File: config.mk
export PLATFORM = sky130hd
export DESIGN_NAME = fifo_wr_arbiter
export DESIGN_NICKNAME = d
export VERILOG_FILES = /design/src/rtl/fifo_wr_arbiter.sv
export SDC_FILE = /design/constraint.sdc
export NUM_CORES = 1
export LEC_CHECK = 0
export BUFFER_PORTS_ARGS = -buffer_cell sky130_fd_sc_hd__buf_4
export CELL_PAD_IN_SITES_DETAIL_PLACEMENT = 2
export CELL_PAD_IN_SITES_GLOBAL_PLACEMENT = 2
export CORE_MARGIN = 2
export CORE_UTILIZATION = 25
export CTS_BUF_LIST = sky130_fd_sc_hd__clkbuf_2
export DETAILED_ROUTE_END_ITERATION = 16
export PLACE_DENSITY = 0.9
export REMOVE_ABC_BUFFERS = 1
export SLEW_MARGIN = 20
export SYNTH_ARGS = -nofsm -noshare
export SYNTH_HDL_FRONTEND = slang
export SYNTH_SLANG_ARGS = --single-unit
File: constraint.sdc
create_clock -name w_clk -period 1.95 [get_ports w_clk]
set_input_delay 0 -clock w_clk [delete_from_list [all_inputs] [get_ports w_clk]]
set_output_delay 0 -clock w_clk [all_outputs]
set_load 0.02 [all_outputs]
File: src/rtl/fifo_wr_arbiter.sv
// Round-robin arbiter sharing the async FIFO write port among NUM_REQ write-domain requesters.
// One owner at a time for up to MAX_BURST accepted words; writes are gated by the FIFO full flag.
module fifo_wr_arbiter #(
  parameter int unsigned NUM_REQ   = 4,
  parameter int unsigned WIDTH     = 8,
  parameter int unsigned MAX_BURST = 4
) (
  input  logic                     w_clk,
  input  logic                     w_rst,
  input  logic [NUM_REQ-1:0]       req,
  input  logic [NUM_REQ*WIDTH-1:0] req_data,
  input  logic                     full,
  output logic [NUM_REQ-1:0]       gnt,
  output logic [NUM_REQ-1:0]       ack,
  output logic                     w_en,
  output logic [WIDTH-1:0]         data_in,
  output logic                     busy
);

  localparam int unsigned CntW = $clog2(MAX_BURST + 1);
  localparam int unsigned PtrW = $clog2(NUM_REQ);

  typedef enum logic [0:0] {StIdle, StBurst} state_e;

  state_e            state_q;
  logic [CntW-1:0]   count_q;
  logic [PtrW-1:0]   ptr_q;

  logic              owner_req;
  logic              wr;
  logic              term;
  logic              found;
  logic [PtrW-1:0]   winner;
  logic [PtrW-1:0]   idx;
  logic [NUM_REQ-1:0] winner_oh;

  // While a burst is active ptr_q is the owner, so it also selects the data slice.
  assign owner_req = req[ptr_q];
  assign wr        = (|(gnt & req)) & ~full;
  assign w_en      = wr;
  assign ack       = gnt & req & {NUM_REQ{~full}};
  assign data_in   = (|gnt) ? req_data[32'(ptr_q) * WIDTH +: WIDTH] : '0;

  // A stall never ends a burst; only the last word or a dropped owner request does.
  assign term = (wr && (count_q == CntW'(MAX_BURST - 1))) || !owner_req;

  // Search upward from ptr_q+1 with wrap; the last slot visited is the current owner.
  always_comb begin
    found  = 1'b0;
    winner = ptr_q;
    idx    = '0;
    for (int unsigned k = 1; k <= NUM_REQ; k++) begin
      idx = PtrW'((32'(ptr_q) + k) % NUM_REQ);
      if (!found && req[idx]) begin
        found  = 1'b1;
        winner = idx;
      end
    end
  end

  assign winner_oh = {{(NUM_REQ-1){1'b0}}, 1'b1} << winner;

  always_ff @(posedge w_clk or posedge w_rst) begin
    if (w_rst) begin
      state_q <= StIdle;
      gnt     <= '0;
      busy    <= 1'b0;
      count_q <= '0;
      ptr_q   <= PtrW'(NUM_REQ - 1);
    end else begin
      unique case (state_q)
        StIdle: begin
          if (found) begin
            state_q <= StBurst;
            gnt     <= winner_oh;
            busy    <= 1'b1;
            count_q <= '0;
            ptr_q   <= winner;
          end
        end
        StBurst: begin
          if (term) begin
            count_q <= '0;
            if (found) begin
              gnt   <= winner_oh;
              ptr_q <= winner;
            end else begin
              state_q <= StIdle;
              gnt     <= '0;
              busy    <= 1'b0;
            end
          end else if (wr) begin
            count_q <= count_q + 1'b1;
          end
        end
        default: begin
          state_q <= StIdle;
          gnt     <= '0;
          busy    <= 1'b0;
        end
      endcase
    end
  end

endmodule

# --- After elaboration in Yosys (flattened, before gate mapping) ---
# Index checks and enable logic that the tools add are counted.
# Widths: inputs -> output; s select.
classes:
  n_addsub: 5
  n_lt_le_gt_ge: 5
  eq_ne: 5
  n_shift: 2
  n_mux: 37
  bitwise_logic: 5
  reduce_logical: 14
ops:
  columns: ["cell", "count"]
  rows:
  - ["$shiftx 32x6->8", 1]
  - ["$lt 2x3->1 const B", 5]
  - ["$mux 1", 14]
  - ["$mux 2", 6]
  - ["$mux 4", 3]
  - ["$bmux 1 s2", 5]
  - ["$mux 3", 3]
  - ["$and 4x4->4", 2]
  - ["$mux 8", 1]
  - ["$pmux 4 s2", 1]
  - ["$reduce_or 4->1", 2]
  - ["$pmux 3 s2", 1]
  - ["$add 2x1->2 const B", 2]
  - ["$add 2x2->2 const B", 2]
  - ["$logic_and 1x1->1", 4]
  - ["$logic_not 1->1", 4]
  - ["$ne 2x2->1 const B", 2]
  - ["$pmux 1 s2", 2]
  - ["$pmux 2 s2", 1]
  - ["$reduce_and 2->1", 2]
  - ["$shl 1x2->4 const A", 1]
  - ["$add 3x1->3 const B", 1]
  - ["$eq 3x2->1 const B", 1]
  - ["$ne 3x1->1 const B", 1]
  - ["5 further kinds", 6]
totals:
  ff_bits: 11
  word_cells: 78

# --- Logic depth before layout (Yosys ltp) ---
# Gate-level depths: netlist of the first run.
logic_depth:
  ltp_word: 17
  depth_mapped: 6
  ltp_nobuf: 6

# --- Worst setup path before layout of the first run ---
# No wires, ideal clock.
synth_timing:
  path_kind: "reg-to-reg"
  from: "reg ptr_q[1]"
  to: "reg ptr_q[0]"
  setup_time_ns: 0.082
  t_arrival_ns: 1.621
  required_ns: 1.868
  path_slack_ns: 0.247
  path_stages_with_launch: 6
  n_path_buf: 1
  cell_sequence: "dfstp_2 -> buf_6 -> mux2i_1 -> o22ai_1 -> a21oi_1 -> mux2_2"
synth_via:
  elab_chain_cells: 16
  word_cells_on_any_way: 34
  cone_classes: "4 x add/sub; 1 x eq/ne; 21 x mux; 8 x reduce/logical"
synth_lines:
  columns: ["item", "line", "source"]
  rows:
  - ["from (decl)", "27", "logic [PtrW-1:0] ptr_q;"]
  - ["from (signal assigned)", "69", "ptr_q <= PtrW'(NUM_REQ - 1);"]
  - ["from (signal assigned)", "78", "ptr_q <= winner;"]
  - ["from (signal assigned)", "86", "ptr_q <= winner;"]
  - ["$add 2x1->2", "53", "idx = PtrW'((32'(ptr_q) + k) % NUM_REQ);"]
  - ["$bmux 1 s2", "54", "if (!found && req[idx]) begin"]
  - ["$mux 1 (implied by the code)", "54", null]
  - ["$mux 1", "54", null]
  - ["$logic_not 1->1", "54", null]
  - ["$logic_and 1x1->1", "54", null]
  - ["$mux 1", "54", null]
  - ["$logic_not 1->1", "54", null]
  - ["$logic_and 1x1->1", "54", null]
  - ["$mux 1", "54", null]
  - ["$logic_not 1->1", "54", null]
  - ["$logic_and 1x1->1", "54", null]
  - ["$mux 2 or $mux 1 (tied branches)", "54", null]
  - ["$mux 2", "73, 84", null]
  - ["$mux 2", "82", "if (term) begin"]
  - ["$pmux 2 s2", "71", "unique case (state_q)"]
# Several ways; a longest one is shown, not always the timed one. The select of a mux whose other input is x is not followed.
# A chain may end at the register's enable or synchronous reset.

# --- Worst setup path after layout of the first run ---
layout_timing:
  from: "reg ptr_q[1]"
  to: "reg gnt[1]"
layout_via:
  elab_chain_cells: 17
  word_cells_on_any_way: 38
  cone_classes: "4 x add/sub; 2 x eq/ne; 1 x shift; 22 x mux; 9 x reduce/logical"
layout_lines:
  columns: ["item", "line", "source"]
  rows:
  - ["$add 2x1->2", "53", null]
  - ["$bmux 1 s2", "54", null]
  - ["$mux 1 (implied by the code)", "54", null]
  - ["$mux 1", "54", null]
  - ["$logic_not 1->1", "54", null]
  - ["$logic_and 1x1->1", "54", null]
  - ["$mux 1", "54", null]
  - ["$logic_not 1->1", "54", null]
  - ["$logic_and 1x1->1", "54", null]
  - ["$mux 1", "54", null]
  - ["$logic_not 1->1", "54", null]
  - ["$logic_and 1x1->1", "54", null]
  - ["$mux 2", "54", null]
  - ["$shl 1x2->4", "61", "assign winner_oh = {{(NUM_REQ-1){1'b0}}, 1'b1} << winner;"]
  - ["$mux 4", "84", "if (found) begin"]
  - ["$mux 4", "82", null]
  - ["$pmux 4 s2", "71", null]
  - ["to (signal assigned)", "75", "gnt <= winner_oh;"]
  - ["to (signal assigned)", "85", "gnt <= winner_oh;"]
  - ["to (decl)", "13", "output logic [NUM_REQ-1:0] gnt,"]
# Several ways; a longest one is shown, not always the timed one. The select of a mux whose other input is x is not followed.

==> metrics.md, run 1 <==
| Metric | Value |
|---|---|
| Status | `finished clean` |
| Vias per cell | `5.029` |
| Vias in the first global route | `1157` |
| CTS sink cnt | `11` |
| Hold crit path type | `input port to register` |
| Die area | `0.004361 sq mm` |
| Min Clock Period, post-route | `1.842 ns` |
| CTS buffer count | `3` |
| Final ANT Viol Nets | `0` |
| FP Rows | `22` |
| Initial antenna violation count | `0` |
| HPWL after DPL | `3057 um` |
| Tcrit/Tclk final | `94.44%` |
| VDD IR-drop max | `0.0003830 V` |
| Drt first-iter violations | `18` |
| # IOs | `57` |
| Clk_skew | `0.003034 ns` |
| # DRC | `0` |
| RD Place Congestion | `0.7675` |
| Area after DPL | `0.001443 sq mm` |
| Yosys warns | `0` |
| Largest net degree at the start of global routing | `16` |
| Total GRT Usage | `17.51%` |
| Mean post-synth cell area | `10.02 sq um` |
| Final Hold Fails | `0` |
| Critical Path End Type | `register` |
| Root Driver | `clkbuf_2` |
| Final Core Density | `40.23%` |
| Tot Pwr | `1983 uW` |
| Total Neg Setup Slack | `0 ns` |
| Post-layout instance area | `0.001484 sq mm` |
| N_diodes | `0` |
| CTS tree | `built` |
| CTS clk-pin slew, worst paths | `0.10 ns` |
| Worst slew margin | `66.45%` |
| Global-route wire length before repair | `5816 um` |
| Worst-Skew Late Latency | `0.27 ns` |
| Count of final setup violators | `0` |
| Crit start category | `register` |
| CTS max path bufs | `2` |
| Slew Limit Fails | `0` |
| Leakage power | `0.0007222 uW` |
| RSZ-0062 raised after global routing | `false` |
| Top-area cell type share of the netlist area | `23.41%` |
| Crit path max fanout | `4` |
| Pre-Repair DR Iteration Count | `4` |
| Critical path class | `register to register` |
| Place WS | `0.1446 ns` |
| I/O Buffers | `56` |
| Synth Register Bits | `11` |
| Final nets | `200` |
| Synth Cell Area | `962.2 sq um` |
| Vias after detailed routing | `1031` |
| Area leader, netlist | `dfrtp_1` |
| GRT overflow | `0` |
| Die Y | `66.04 um` |
| Max-cap violations | `0` |
| Layout area overhead | `54.23%` |
| Pwr Density | `1336 mW/mm^2` |
| Worst-margin pin slew | `0.4989 ns` |
| Drt wl/cell | `17.60 um` |
| Ranking of synthesized cells by area | `dfrtp_1, mux4_2, nor2b_1, dfstp_2, inv_1` |
| Core area | `0.003689 sq mm` |
| Worst endpoint data arrival time | `2.01 ns` |
| Fraction of layout cells with a size suffix above 1 | `49.68%` |
| Post-Route WL | `3607 um` |
| Initial Util | `26.09%` |
| DIE WIDTH | `66.04 um` |
| Post-Synthesis Cells | `96` |
| Fmax | `543.0 MHz` |
| Synth unique cells | `34` |
| PnR worst setup slack | `0.1084 ns` |
| Register area share after synthesis | `28.87%` |
| H-Tree Depth | `1` |
| Critical Path RT | `2.11 ns` |
-- per-stage QoR --
step / cells / hold WS (ns)
after floorplan: 91 / -0.1490
after global routing: 205 / 0.1715
after CTS: 204 / 0.1609
after global placement: 199 / 0.01086
final: 205 / 0.1600
after detailed placement: 199 / 0.03179
-- path summary, 6_finish.rpt --
path / to / cells past startpoint / slack (ns) / from
setup / recovery: gnt[1] / 4 / 0.11 / ptr_q[1]
hold / removal: state_q / 4 / 0.16 / req[1]
setup reg to reg: gnt[1] / 4 / 0.11 / ptr_q[1]
hold reg to reg: busy / 1 / 0.51 / busy
max in group asynchronous: ptr_q[1] / 3 / 1.35 / w_rst
min in group asynchronous: count_q[1] / 3 / 0.27 / w_rst
-- Yosys cell counts, drive strengths merged --
master  instances
nor4            2
o221ai          1
or4             1
a22o            3
o21ai           3
a21oi           3
a22oi           1
o31ai           1
o32ai           4
mux2i           4
a211o           1
nand2           6
nand2b          2
o21bai          1
o221a           1
mux4            8
nor2            4
clkbuf          2
o31a            1
dfrtp           9
nor2b           9
dfstp           2
o21a            1
ha              3
buf             3
o22a            1
o22ai           3
and3b           1
inv            12
or2b            1
mux2            1
a21o            1
-- report_power, final --
group          leakage [uW]  switching, uW  internal (uW)
Clock             0.0000166           75.9           54.4
Combinational      0.000568            750            719
Sequential         0.000137           69.9            314
Total              0.000722            896           1090
-- state kept, by name, indices dropped and copies added, names as in the netlist --
name / count
busy: 1
state_q: 1
count_q: 3
ptr_q: 2
gnt: 4
-- repair_timing --
| action | in CTS | in global routing |
|---|---|---|
| setup buffers | 0 | 1 |
| hold buffers | 1 | 0 |
| gates cloned | 0 | 0 |
| endpoints found under the setup margin | 6 | 8 |
| endpoints found under the hold margin | 9 | 0 |
| resized for setup | 1 | 0 |
-- cell type report --
class / count / area, sq um
flip-flops and latches: 11 / 277.8
clock buffers: 4 / 20.02
inverters: 12 / 45.04
repair buffers: 62 / 471.7
well taps: 48 / 60.06
fillers: 420 / 2205
multi-input cells: 68 / 609.3
-- kinds of logic after synthesis --
kind of cell / Yosys count / synth area share (%)
simple gates: 26 / 15.21
mux: 13 / 24.06
compound gates: 26 / 20.16
fa+ha+maj: 3 / 3.902
buf+inv: 17 / 7.801
flops: 11 / 28.87
-- cell usage in the layout (no fill, tap or decap), types with 2 or more instances in the layout --
master	instances
a21oi_1	3
a22o_1	3
buf_4	60
clkbuf_2	4
dfrtp_1	9
dfstp_2	2
ha_1	3
inv_1	12
mux2i_1	4
mux4_2	8
nand2_1	6
nand2b_1	2
nor2_1	4
nor2b_1	9
nor4_1	2
o21ai_0	3
o22ai_1	3
o32ai_1	4
-- layer usage --
| metal | track usage (%) | wire length (um) | vias up |
|---|---|---|---|
| met5 | 0 | 0 | - |
| met4 | 3.827 | 35 | 0 |
| met3 | 4.259 | 372 | 3 |
| met2 | 32.95 | 1802 | 54 |
| met1 | 19.81 | 1397 | 488 |
| li1 | - | - | 486 |
-- critical path: stages (launching register included) --
cell and delay [ns]:
dfstp_2 0.57, mux2i_1 0.35, o22a_1 0.26, o21ai_0 0.21, o32ai_1 0.35
Note: power is estimated with default switching activity, not from simulation.
==> inputs of run 2 (changes only) <==
--- a/config.mk
+++ b/config.mk
@@ -12,6 +12,7 @@
 export CORE_UTILIZATION = 25
 export CTS_BUF_LIST = sky130_fd_sc_hd__clkbuf_2
 export DETAILED_ROUTE_END_ITERATION = 16
+export GPL_TIMING_DRIVEN = 0
 export PLACE_DENSITY = 0.9
 export REMOVE_ABC_BUFFERS = 1
 export SLEW_MARGIN = 20
==> metrics.md, run 2 (synthesis results as in run 1) <==
| Metric | Value |
|---|---|
| Die Y | `66.04 um (unchanged)` |
| Drt first-iter violations | `22 (was 18)` |
| Hold crit path type | `input port to register (unchanged)` |
| Reg-to-Reg Start | `ptr_q[1] (unchanged)` |
| Place WS | `-0.1291 ns (was 0.1446 ns)` |
| Critical path class | `register to output port (was register to register)` |
| Most flops, register | `gnt (unchanged)` |
| Multi-input logic area | `628.1 sq um (was 609.3 sq um)` |
| # IOs | `57 (unchanged)` |
| Area after DPL | `0.001419 sq mm (was 0.001443 sq mm)` |
| Commonest cells after routing, fill and taps aside | `buf_4, inv_1, nor2b_1, dfrtp_1, mux4_2 (unchanged)` |
| Max-cap violations | `0 (unchanged)` |
| CP max stage cell | `dfstp_4 (was dfstp_2)` |
| VDD IR-drop max | `0.0003726 V (was 0.0003830 V)` |
| Vias per cell | `5.000 (was 5.029)` |
| Fillcell total | `414 (was 420)` |
| I/O Buffers | `56 (unchanged)` |
| Final Hold Fails | `0 (unchanged)` |
| Worst-Skew Late Latency | `0.25 ns (was 0.27 ns)` |
| Pwr Density | `1315 mW/mm^2 (was 1336 mW/mm^2)` |
| Worst slew margin | `48.88% (was 66.45%)` |
| Worst path cell trace | `mux4_2 > nor2b_1 > buf_4 (was mux2i_1 > o22a_1 > o21ai_0 > o32ai_1)` |
| Final nets | `197 (was 200)` |
| RD Place Congestion | `0.8051 (was 0.7675)` |
| Worst-margin pin slew | `0.7605 ns (was 0.4989 ns)` |
| Regs by FF count | `gnt (4), count_q (3), ptr_q (2) (unchanged)` |
| HPWL after DPL | `2858 um (was 3057 um)` |
| H-Tree Depth | `1 (unchanged)` |
| FF+latch area | `285.3 sq um (was 277.8 sq um)` |
| Count of final setup violators | `0 (unchanged)` |
| Initial Util | `26.09% (unchanged)` |
| Fraction of layout cells with a size suffix above 1 | `50.00% (was 49.68%)` |
| Root Driver | `clkbuf_2 (unchanged)` |
| Worst Hold Endpoint | `state_q (unchanged)` |
| WHS Path Cells | `3 (was 4)` |
| Crit start category | `register (unchanged)` |
| # DRC | `0 (unchanged)` |
| Clk_skew | `0.009037 ns (was 0.003034 ns)` |
| Layout area overhead | `54.23% (unchanged)` |
| CTS max path bufs | `2 (unchanged)` |
| Slowest stage delay, CP | `0.76 ns (was 0.57 ns)` |
| Largest net degree at the start of global routing | `17 (was 16)` |
| Global-route wire length before repair | `5168 um (was 5816 um)` |
| Tcrit/Tclk final | `95.91% (was 94.44%)` |
| Total GRT Usage | `15.54% (was 17.51%)` |
| Leakage power | `0.0007071 uW (was 0.0007222 uW)` |
| R2R setup slack | `0.10 ns (was 0.11 ns)` |
| Initial antenna violation count | `0 (unchanged)` |
| Fmax | `534.7 MHz (was 543.0 MHz)` |
| Critical Path End Type | `output port (was register)` |
| Vias after detailed routing | `1010 (was 1031)` |
| CTS sink cnt | `11 (unchanged)` |
| Tot Pwr | `1952 uW (was 1983 uW)` |
| N_diodes | `0 (unchanged)` |
| Critical Path RT | `1.95 ns (was 2.11 ns)` |
| CTS tree | `built (unchanged)` |
| Post-Route WL | `3357 um (was 3607 um)` |
| Die area | `0.004361 sq mm (unchanged)` |
| Hold Path Origin | `req[2] (was req[1])` |
| Worst endpoint data arrival time | `1.87 ns (was 2.01 ns)` |
| Vias in the first global route | `1145 (was 1157)` |
| Core area | `0.003689 sq mm (unchanged)` |
| Pre-Repair DR Iteration Count | `2 (was 4)` |
| Slew Limit Fails | `0 (unchanged)` |
| Status | `finished clean (unchanged)` |
| Crit path max fanout | `16 (was 4)` |
| RSZ-0062 raised after global routing | `true (was false)` |
| Final ANT Viol Nets | `0 (unchanged)` |
| Min Clock Period, post-route | `1.870 ns (was 1.842 ns)` |
| Max reg flops | `4 (unchanged)` |
| CTS clk-pin slew, worst paths | `0.11 ns (was 0.10 ns)` |
| GRT overflow | `0 (unchanged)` |
| Worst r2r dst | `gnt[1] (unchanged)` |
| CTS buffer count | `3 (unchanged)` |
| Drt wl/cell | `16.62 um (was 17.60 um)` |
| Final Core Density | `40.23% (unchanged)` |
| Most common cell after layout, fill and taps aside | `buf_4 (unchanged)` |
| FP Rows | `22 (unchanged)` |
| Post-layout instance area | `0.001484 sq mm (unchanged)` |
| DIE WIDTH | `66.04 um (unchanged)` |
| R2R cell count | `4 (unchanged)` |
| PnR worst setup slack | `0.07980 ns (was 0.1084 ns)` |
[run 2: cell count changes in the layout (fill, tap and decap cells not counted)]
cell     change
mux2i_1      -1
buf_4        -2
nor4_1       -1
dfstp_4      +2
buf_6        -1
mux2i_4      +1
nor4_2       +1
dfstp_2      -2
[run 2: worst max path at each step]
stage,startpoint,to,slack (ns),cells past startpoint
final,ptr_q[0],data_in[2],0.08,3
after global placement,ptr_q[1],ptr_q[0],-0.04,4
after floorplan,ptr_q[1],ptr_q[0],0.15,4
after CTS,ptr_q[0],data_in[3],0.03,3
after detailed placement,ptr_q[1],gnt[1],-0.13,4
after global routing,ptr_q[0],data_in[4],-0.01,3
[run 2: cell type report]
cell class | instances | area share [%]
Multi-Input combinational cell | 68 | 42.33
Timing Repair Buffer | 59 | 30.02
Sequential cell | 11 | 19.22
Tap cell | 48 | 4.047
Clock buffer | 4 | 1.349
Inverter | 12 | 3.035
[run 2: per-layer routing]
| metal | share of wire, % | vias to the layer above | wire (um) | GRT usage [%] |
|---|---|---|---|---|
| met3 | 12 | 0 | 389 | 2.896 |
| li1 | - | 477 | - | - |
| met4 | 0 | 0 | 0 | 4.592 |
| met2 | 48 | 51 | 1622 | 29.17 |
| met1 | 40 | 482 | 1346 | 17.69 |
| met5 | 0 | - | 0 | 0 |
[run 2: worst max-delay path, delay by kind of cell (launching register included)]
| kind | cells | cell delay (ns) |
|---|---|---|
| multiplexers | 1 | 0.52 |
| AND/OR/NAND/NOR | 1 | 0.14 |
| buffers and inverters | 1 | 0.19 |
| flip-flops | 1 | 0.76 |
[run 2: what timing repair did]
item                                   CTS  global route
setup endpoints to repair               16            10
gates resized for setup                  4             0
pin swaps                                0             2
hold buffers                             1             0
endpoints found under the hold margin    9             0
buffers inserted                         2             0
[run 2: stage by stage]
stage,TNS [ns],std cells,hold slack (ns)
3_3_place_gp,-0.05595,195,0.01449
6_report,0,202,0.07953
2_1_floorplan,0,91,-0.1490
3_5_place_dp,-0.5650,195,0.03019
4_1_cts,0,202,0.06017
5_1_grt,-0.04543,202,0.09819
[run 2: power by group]
group	switching, uW	internal (uW)
sequential	144	331
clock	74.1	54.4
combinational	655	694
